$ cat config.mk
export PLATFORM = sky130hd
export DESIGN_NAME = muldiv_seq
export DESIGN_NICKNAME = d
export VERILOG_FILES = /design/src/rtl/muldiv_seq.sv
export SDC_FILE = /design/constraint.sdc
export NUM_CORES = 1
export LEC_CHECK = 0
export BUFFER_PORTS_ARGS = -buffer_cell sky130_fd_sc_hd__buf_2
export CAP_MARGIN = 15
export CELL_PAD_IN_SITES_DETAIL_PLACEMENT = 0
export CELL_PAD_IN_SITES_GLOBAL_PLACEMENT = 1
export CORE_MARGIN = 8
export CORE_UTILIZATION = 35
export CTS_CLUSTER_SIZE = 20
export DETAILED_ROUTE_END_ITERATION = 10
export PLACE_DENSITY_LB_ADDON = 0.1
export SKIP_LAST_GASP = 1
export SLEW_MARGIN = 5
export SYNTH_ARGS = -nofsm -noshare
export SYNTH_HDL_FRONTEND = slang
export SYNTH_SLANG_ARGS = --single-unit
$ cat constraint.sdc
create_clock -name clk -period 3.1 [get_ports clk]
set_clock_uncertainty 0.2 [all_clocks]
set_input_delay 0 -clock clk [delete_from_list [all_inputs] [get_ports clk]]
set_output_delay 0 -clock clk [all_outputs]
set_load 0.02 [all_outputs]
$ cat src/rtl/muldiv_seq.sv
// Iterative RV32M multiply/divide unit: one shared 32-step shift-add / restoring-divide
// datapath, start/done handshake, divide-by-zero and signed-overflow fast paths.
module muldiv_seq #(
  parameter int XLEN = 32
) (
  input  logic            clk,
  input  logic            rst_n,
  input  logic            start,
  input  logic [2:0]      op,
  input  logic [XLEN-1:0] a,
  input  logic [XLEN-1:0] b,
  input  logic            kill,
  output logic            busy,
  output logic            done,
  output logic [XLEN-1:0] result
);

  localparam int CW = $clog2(XLEN);
  localparam logic [CW-1:0]   LAST_CNT = CW'(XLEN - 1);
  localparam logic [XLEN-1:0] ZERO     = '0;
  localparam logic [XLEN-1:0] ONES     = '1;
  localparam logic [XLEN-1:0] INT_MIN  = {1'b1, {(XLEN-1){1'b0}}};

  localparam logic [2:0] OP_MUL    = 3'b000;
  localparam logic [2:0] OP_MULH   = 3'b001;
  localparam logic [2:0] OP_MULHSU = 3'b010;
  localparam logic [2:0] OP_DIV    = 3'b100;
  localparam logic [2:0] OP_REM    = 3'b110;

  typedef enum logic [1:0] {
    IDLE = 2'd0,
    CALC = 2'd1,
    FIX  = 2'd2
  } state_e;

  state_e              state_q, state_d;
  logic [2:0]          op_q, op_d;
  logic [XLEN-1:0]     opnd_q, opnd_d;
  logic                sign_a_q, sign_a_d;
  logic                sign_b_q, sign_b_d;
  logic                nofix_q, nofix_d;
  logic [2*XLEN-1:0]   acc_q, acc_d;
  logic [CW-1:0]       cnt_q, cnt_d;
  logic [XLEN-1:0]     result_q, result_d;
  logic                done_q, done_d;

  // Operand conditioning at acceptance: signedness, magnitudes and fast-path detection
  logic            signed_a, signed_b, neg_a, neg_b;
  logic [XLEN-1:0] abs_a, abs_b;
  logic            div_zero, div_ovf;

  always_comb begin
    signed_a = (op == OP_MULH) || (op == OP_MULHSU) || (op == OP_DIV) || (op == OP_REM);
    signed_b = (op == OP_MULH) || (op == OP_DIV) || (op == OP_REM);
    neg_a    = signed_a && a[XLEN-1];
    neg_b    = signed_b && b[XLEN-1];
    abs_a    = neg_a ? -a : a;
    abs_b    = neg_b ? -b : b;
    div_zero = op[2] && (b == ZERO);
    div_ovf  = ((op == OP_DIV) || (op == OP_REM)) && (a == INT_MIN) && (b == ONES);
  end

  // One iteration of each algorithm; the 33-bit trial's MSB is the borrow
  logic [XLEN:0]     mul_sum;
  logic [2*XLEN-1:0] mul_next;
  logic [XLEN:0]     div_trial;
  logic [2*XLEN-1:0] div_next;

  always_comb begin
    mul_sum   = {1'b0, acc_q[2*XLEN-1:XLEN]} + (acc_q[0] ? {1'b0, opnd_q} : {1'b0, ZERO});
    mul_next  = {mul_sum, acc_q[XLEN-1:1]};
    div_trial = acc_q[2*XLEN-1:XLEN-1] - {1'b0, opnd_q};
    if (div_trial[XLEN]) begin
      div_next = {acc_q[2*XLEN-2:0], 1'b0};
    end else begin
      div_next = {div_trial[XLEN-1:0], acc_q[XLEN-2:0], 1'b1};
    end
  end

  // Sign correction and result select; fast-path results are preloaded and bypass correction
  logic [2*XLEN-1:0] prod_fix;
  logic [XLEN-1:0]   quot_fix, rem_fix, fix_result;

  always_comb begin
    prod_fix = acc_q;
    quot_fix = acc_q[XLEN-1:0];
    rem_fix  = acc_q[2*XLEN-1:XLEN];
    if (!nofix_q) begin
      if (sign_a_q ^ sign_b_q) begin
        prod_fix = -acc_q;
        quot_fix = -acc_q[XLEN-1:0];
      end
      if (sign_a_q) begin
        rem_fix = -acc_q[2*XLEN-1:XLEN];
      end
    end
    if (!op_q[2]) begin
      fix_result = (op_q == OP_MUL) ? prod_fix[XLEN-1:0] : prod_fix[2*XLEN-1:XLEN];
    end else begin
      fix_result = op_q[1] ? rem_fix : quot_fix;
    end
  end

  always_comb begin
    state_d  = state_q;
    op_d     = op_q;
    opnd_d   = opnd_q;
    sign_a_d = sign_a_q;
    sign_b_d = sign_b_q;
    nofix_d  = nofix_q;
    acc_d    = acc_q;
    cnt_d    = cnt_q;
    result_d = result_q;
    done_d   = 1'b0;

    case (state_q)
      IDLE: begin
        if (start && !kill) begin
          op_d     = op;
          sign_a_d = neg_a;
          sign_b_d = neg_b;
          cnt_d    = '0;
          nofix_d  = 1'b0;
          if (div_zero) begin
            acc_d   = {a, ONES};
            nofix_d = 1'b1;
            state_d = FIX;
          end else if (div_ovf) begin
            acc_d   = {ZERO, INT_MIN};
            nofix_d = 1'b1;
            state_d = FIX;
          end else if (op[2]) begin
            opnd_d  = abs_b;
            acc_d   = {ZERO, abs_a};
            state_d = CALC;
          end else begin
            opnd_d  = abs_a;
            acc_d   = {ZERO, abs_b};
            state_d = CALC;
          end
        end
      end
      CALC: begin
        acc_d = op_q[2] ? div_next : mul_next;
        cnt_d = cnt_q + 1'b1;
        if (cnt_q == LAST_CNT) begin
          state_d = FIX;
        end
      end
      FIX: begin
        result_d = fix_result;
        done_d   = 1'b1;
        state_d  = IDLE;
      end
      default: begin
        state_d = IDLE;
      end
    endcase

    // A flush abandons whatever is in flight without touching the visible result
    if (kill) begin
      state_d  = IDLE;
      done_d   = 1'b0;
      result_d = result_q;
    end
  end

  always_ff @(posedge clk) begin
    if (!rst_n) begin
      state_q  <= IDLE;
      op_q     <= '0;
      opnd_q   <= '0;
      sign_a_q <= 1'b0;
      sign_b_q <= 1'b0;
      nofix_q  <= 1'b0;
      acc_q    <= '0;
      cnt_q    <= '0;
      result_q <= '0;
      done_q   <= 1'b0;
    end else begin
      state_q  <= state_d;
      op_q     <= op_d;
      opnd_q   <= opnd_d;
      sign_a_q <= sign_a_d;
      sign_b_q <= sign_b_d;
      nofix_q  <= nofix_d;
      acc_q    <= acc_d;
      cnt_q    <= cnt_d;
      result_q <= result_d;
      done_q   <= done_d;
    end
  end

  assign busy   = (state_q != IDLE);
  assign done   = done_q;
  assign result = result_q;

endmodule

==> results.md <==
* Antenna Nets Post-Route at 0
* Slew headroom at 0.3532
* Syn_area_per_cell at 6.998 µm²
* GRT busiest layer: met2
* GR Overflow Total at 0
* Yosys Warn Count at 0
* Worst Setup Slack, final at -0.1551 ns
* Slew of the pin with the lowest slew margin at 0.9643 ns
* Drt total wl at 75,410 µm
* Post-Syn Area at 14,840 µm²
* Fillers at 4,170
* Gate Count Post-Synth at 2,120
* Sw frac at 0.3953
* Clk pwr share at 0.325
* Initial antenna violation count at 1
* Tcrit/Tclk final at 1.050
* Die H at 221.9 µm
* Final Wtd Congestion at 0.9659
* DP HPWL at 58,020 µm
* Yosys top cell area share at 0.1916
* Crit Path Category: reg -> reg
* Ys flop type: dfxtp_1
* Die Area at 49,240 µm²
* Site Rows at 75
* Final Critical Period at 3.255 ns
* CTS sink cnt at 142
* Reg power frac at 0.269
* Layout area overhead at 40.36%
* Post-synthesis sequential area ratio at 0.1916
* Post-synth top cells: 229 x a21oi_1, 223 x nor2_1, 205 x nand2_1
* Area contributors post-synth: dfxtp_1 19%, a21oi_1 7.7%, ha_1 6.0%
* Core box area at 41,850 µm²
* Die Wd at 221.9 µm
* Gr usage total at 0.2951
* Routed wire per std cell at 24.42 µm
* H-tree depth at 4
* Count leader, synth: a21oi_1
* Via count at 18,184
* Synth Net Count at 2,264
* Worst hold-check path type: in -> reg
* Pint at 4.429 mW
* Post-synth ARST share at 0
* Maximum VDD drop at 0.4683 mV
* TritonCTS clock tree: yes
* Netlist cell types at 82
* Critical path endpoint category: flip-flop
* GRT met2 Usage at 0.4505
* Inst Count DP at 2,955
* Worst path cell trace: buf_6, and2_4, ha_4, fa_2, a21o_1, nand4_1, a31oi_4, o31a_1, o41ai_4, o21ai_2, a41oi_2, o41ai_1, a211oi_1
* Initial Util at 0.3545
* Vias in the first global route at 17,532
* M1 GR Usage at 0.3998
* Vias per cell at 5.889
* Total Power at 7.324 mW
* Leakage at 8.917 nW
* # IOs at 105
* Gate power share at 0.406
* Max cap viols at 0
* Count of final setup violators at 15
* Max Fclk at 0.3072 GHz
* Nets@finish at 2,680
* Slowest Stage Delay on Critical Path at 0.39 ns
* Num CTS Buffers at 17
* DRC Markers at 0
* Crit path launch type: flip-flop
* Status: finished, violations left
* Crit path arrival time at 3.47 ns
* Worst Path Required at 3.31 ns
* Pwr Density at 351.7 nW/µm²
* Psw at 2.896 mW
* Clock transition at path regs at 0.07 ns
* Slowest-stage cell, CP: o41ai_4
* First-pass DRT Iterations at 5
* Post-Layout Cell Count at 3,088
* Final Hold Vio Count at 0
* Max-slew violations at 0
* EDFF count, synth at 0
* RSZ-0062 raised after global routing: true
* Cell taking the most area after synthesis: dfxtp_1
* Number of DRC markers in iteration 0 at 1,777
* Buffers added on ports at 104
* CTS Buffer Depth at 2
* Antenna Cells at 0
* Skew-Pair Late Insertion Delay at 0.51 ns
* Failing checks: setup timing
* Largest net degree at the start of global routing at 78
* Max FO, Critical Path at 4
* Seq cells post-synth at 142
* First-pass GRT wire length at 110,900 µm
* Global Route met3 Usage at 0.06004
* Clk root buf: clkbuf_16
* Layout cells sized above 1 at 0.2876
final cells by class:
cell class | count | area (µm²) | area share
Inverter | 69 | 269.0 | 0.01292
Clock inverter | 15 | 216.5 | 0.01039
Clock buffer | 17 | 425.4 | 0.02043
Timing Repair Buffer | 557 | 4285 | 0.2058
Multi-Input combinational cell | 1749 | 12090 | 0.5803
Tap cell | 539 | 674.4 | 0.03238
Sequential cell | 142 | 2869 | 0.1378
state kept, by name, summed over array words and instances, names as in the netlist:
| register | count |
|---|---|
| result | 32 |
| state_q | 2 |
| sign_a_q | 1 |
| opnd_q | 32 |
| sign_b_q | 1 |
| done | 1 |
| acc_q | 64 |
| cnt_q | 5 |
| op_q | 3 |
| nofix_q | 1 |
placed cells by master (no fill, tap or decap), types with 24 or more instances in the layout:
cell type	n
dlygate4sd3_1	70
dfxtp_1	127
buf_4	356
inv_1	54
xor2_1	85
ha_1	55
nand3_1	36
a211oi_1	27
nand2_1	202
o211ai_1	34
a21oi_1	212
o21ai_0	116
buf_2	104
a21o_1	36
mux2i_1	39
nand4_1	24
nor3_1	51
a31oi_1	38
nor2_1	214
xnor2_1	98
critical path, delay by kind of cell, from the launching register on:
family	cells	cell delay, ns
AND/OR/NAND/NOR	2	0.29
buffers and inverters	1	0.11
AO/OA/AOI/OAI	8	1.71
adder cells (fa/ha/maj)	2	0.49
flip-flops	1	0.36
path summary, 6_finish.rpt:
kind,start,to,slack [ns],cells after the start
worst max-delay path,acc_q[0],acc_q[59],-0.16,13
worst min-delay path,b[1],opnd_q[1],0.03,7
worst max register to register,acc_q[0],acc_q[59],-0.16,13
worst min register to register,result[28],result[28],0.25,1
per-stage QoR:
step | setup WS (ns) | instance area [µm²] | setup TNS (ns) | hold WS [ns] | util
after floorplan | -0.02945 | 14880 | -0.02945 | -0.1215 | -
after global placement | -0.3371 | 18190 | -6.651 | 0.03008 | 0.4346
after detailed placement | -0.4245 | 18190 | -7.666 | 0.03639 | 0.4346
after CTS | -0.07025 | 20010 | -0.4539 | 0.003442 | 0.4781
after global routing | -0.2550 | 20830 | -3.855 | 0.06902 | 0.4976
final | -0.1551 | 20830 | -0.9907 | 0.02990 | 0.4976
kinds of logic (layout without fill, tap and decap cells):
logic type / count (synthesis) / count (layout) / share of synthesized area
AND/OR/NAND/NOR: 723 / 723 / 0.2333
XOR/XNOR: 188 / 188 / 0.1110
buffers and inverters: 229 / 658 / 0.06089
multiplexers: 50 / 50 / 0.03466
flip-flops: 142 / 142 / 0.1916
adder cells (fa/ha/maj): 73 / 73 / 0.06257
AO/OA/AOI/OAI: 715 / 715 / 0.3060
per-layer routing:
metal	share of wire	vias to the layer above	wire [µm]
met5	0.00016	-	12
met4	0.038	2	2881
met3	0.073	101	5527
met2	0.43	662	32620
met1	0.46	8840	34360
li1	-	8579	-
what timing repair did:
action / CTS / global route
resized for setup: 92 / 159
hold endpoints to repair: 77 / 0
hold buffers: 70 / 0
cloned: 0 / 3
setup buffers: 11 / 19
pin swaps: 34 / 83
endpoints found under the setup margin: 49 / 64
power groups by stage:
stage | registers, mW | logic (mW) | clock network (mW)
finish | 1.97 | 2.97 | 2.38
global route | 1.98 | 3.17 | 2.50
detailed placement | 2.00 | 2.57 | 0
CTS | 1.96 | 2.73 | 2.41
floorplan | 1.99 | 1.41 | 0
global placement | 2.00 | 2.57 | 0
No activity file was read; power rests on OpenSTA's default activity.
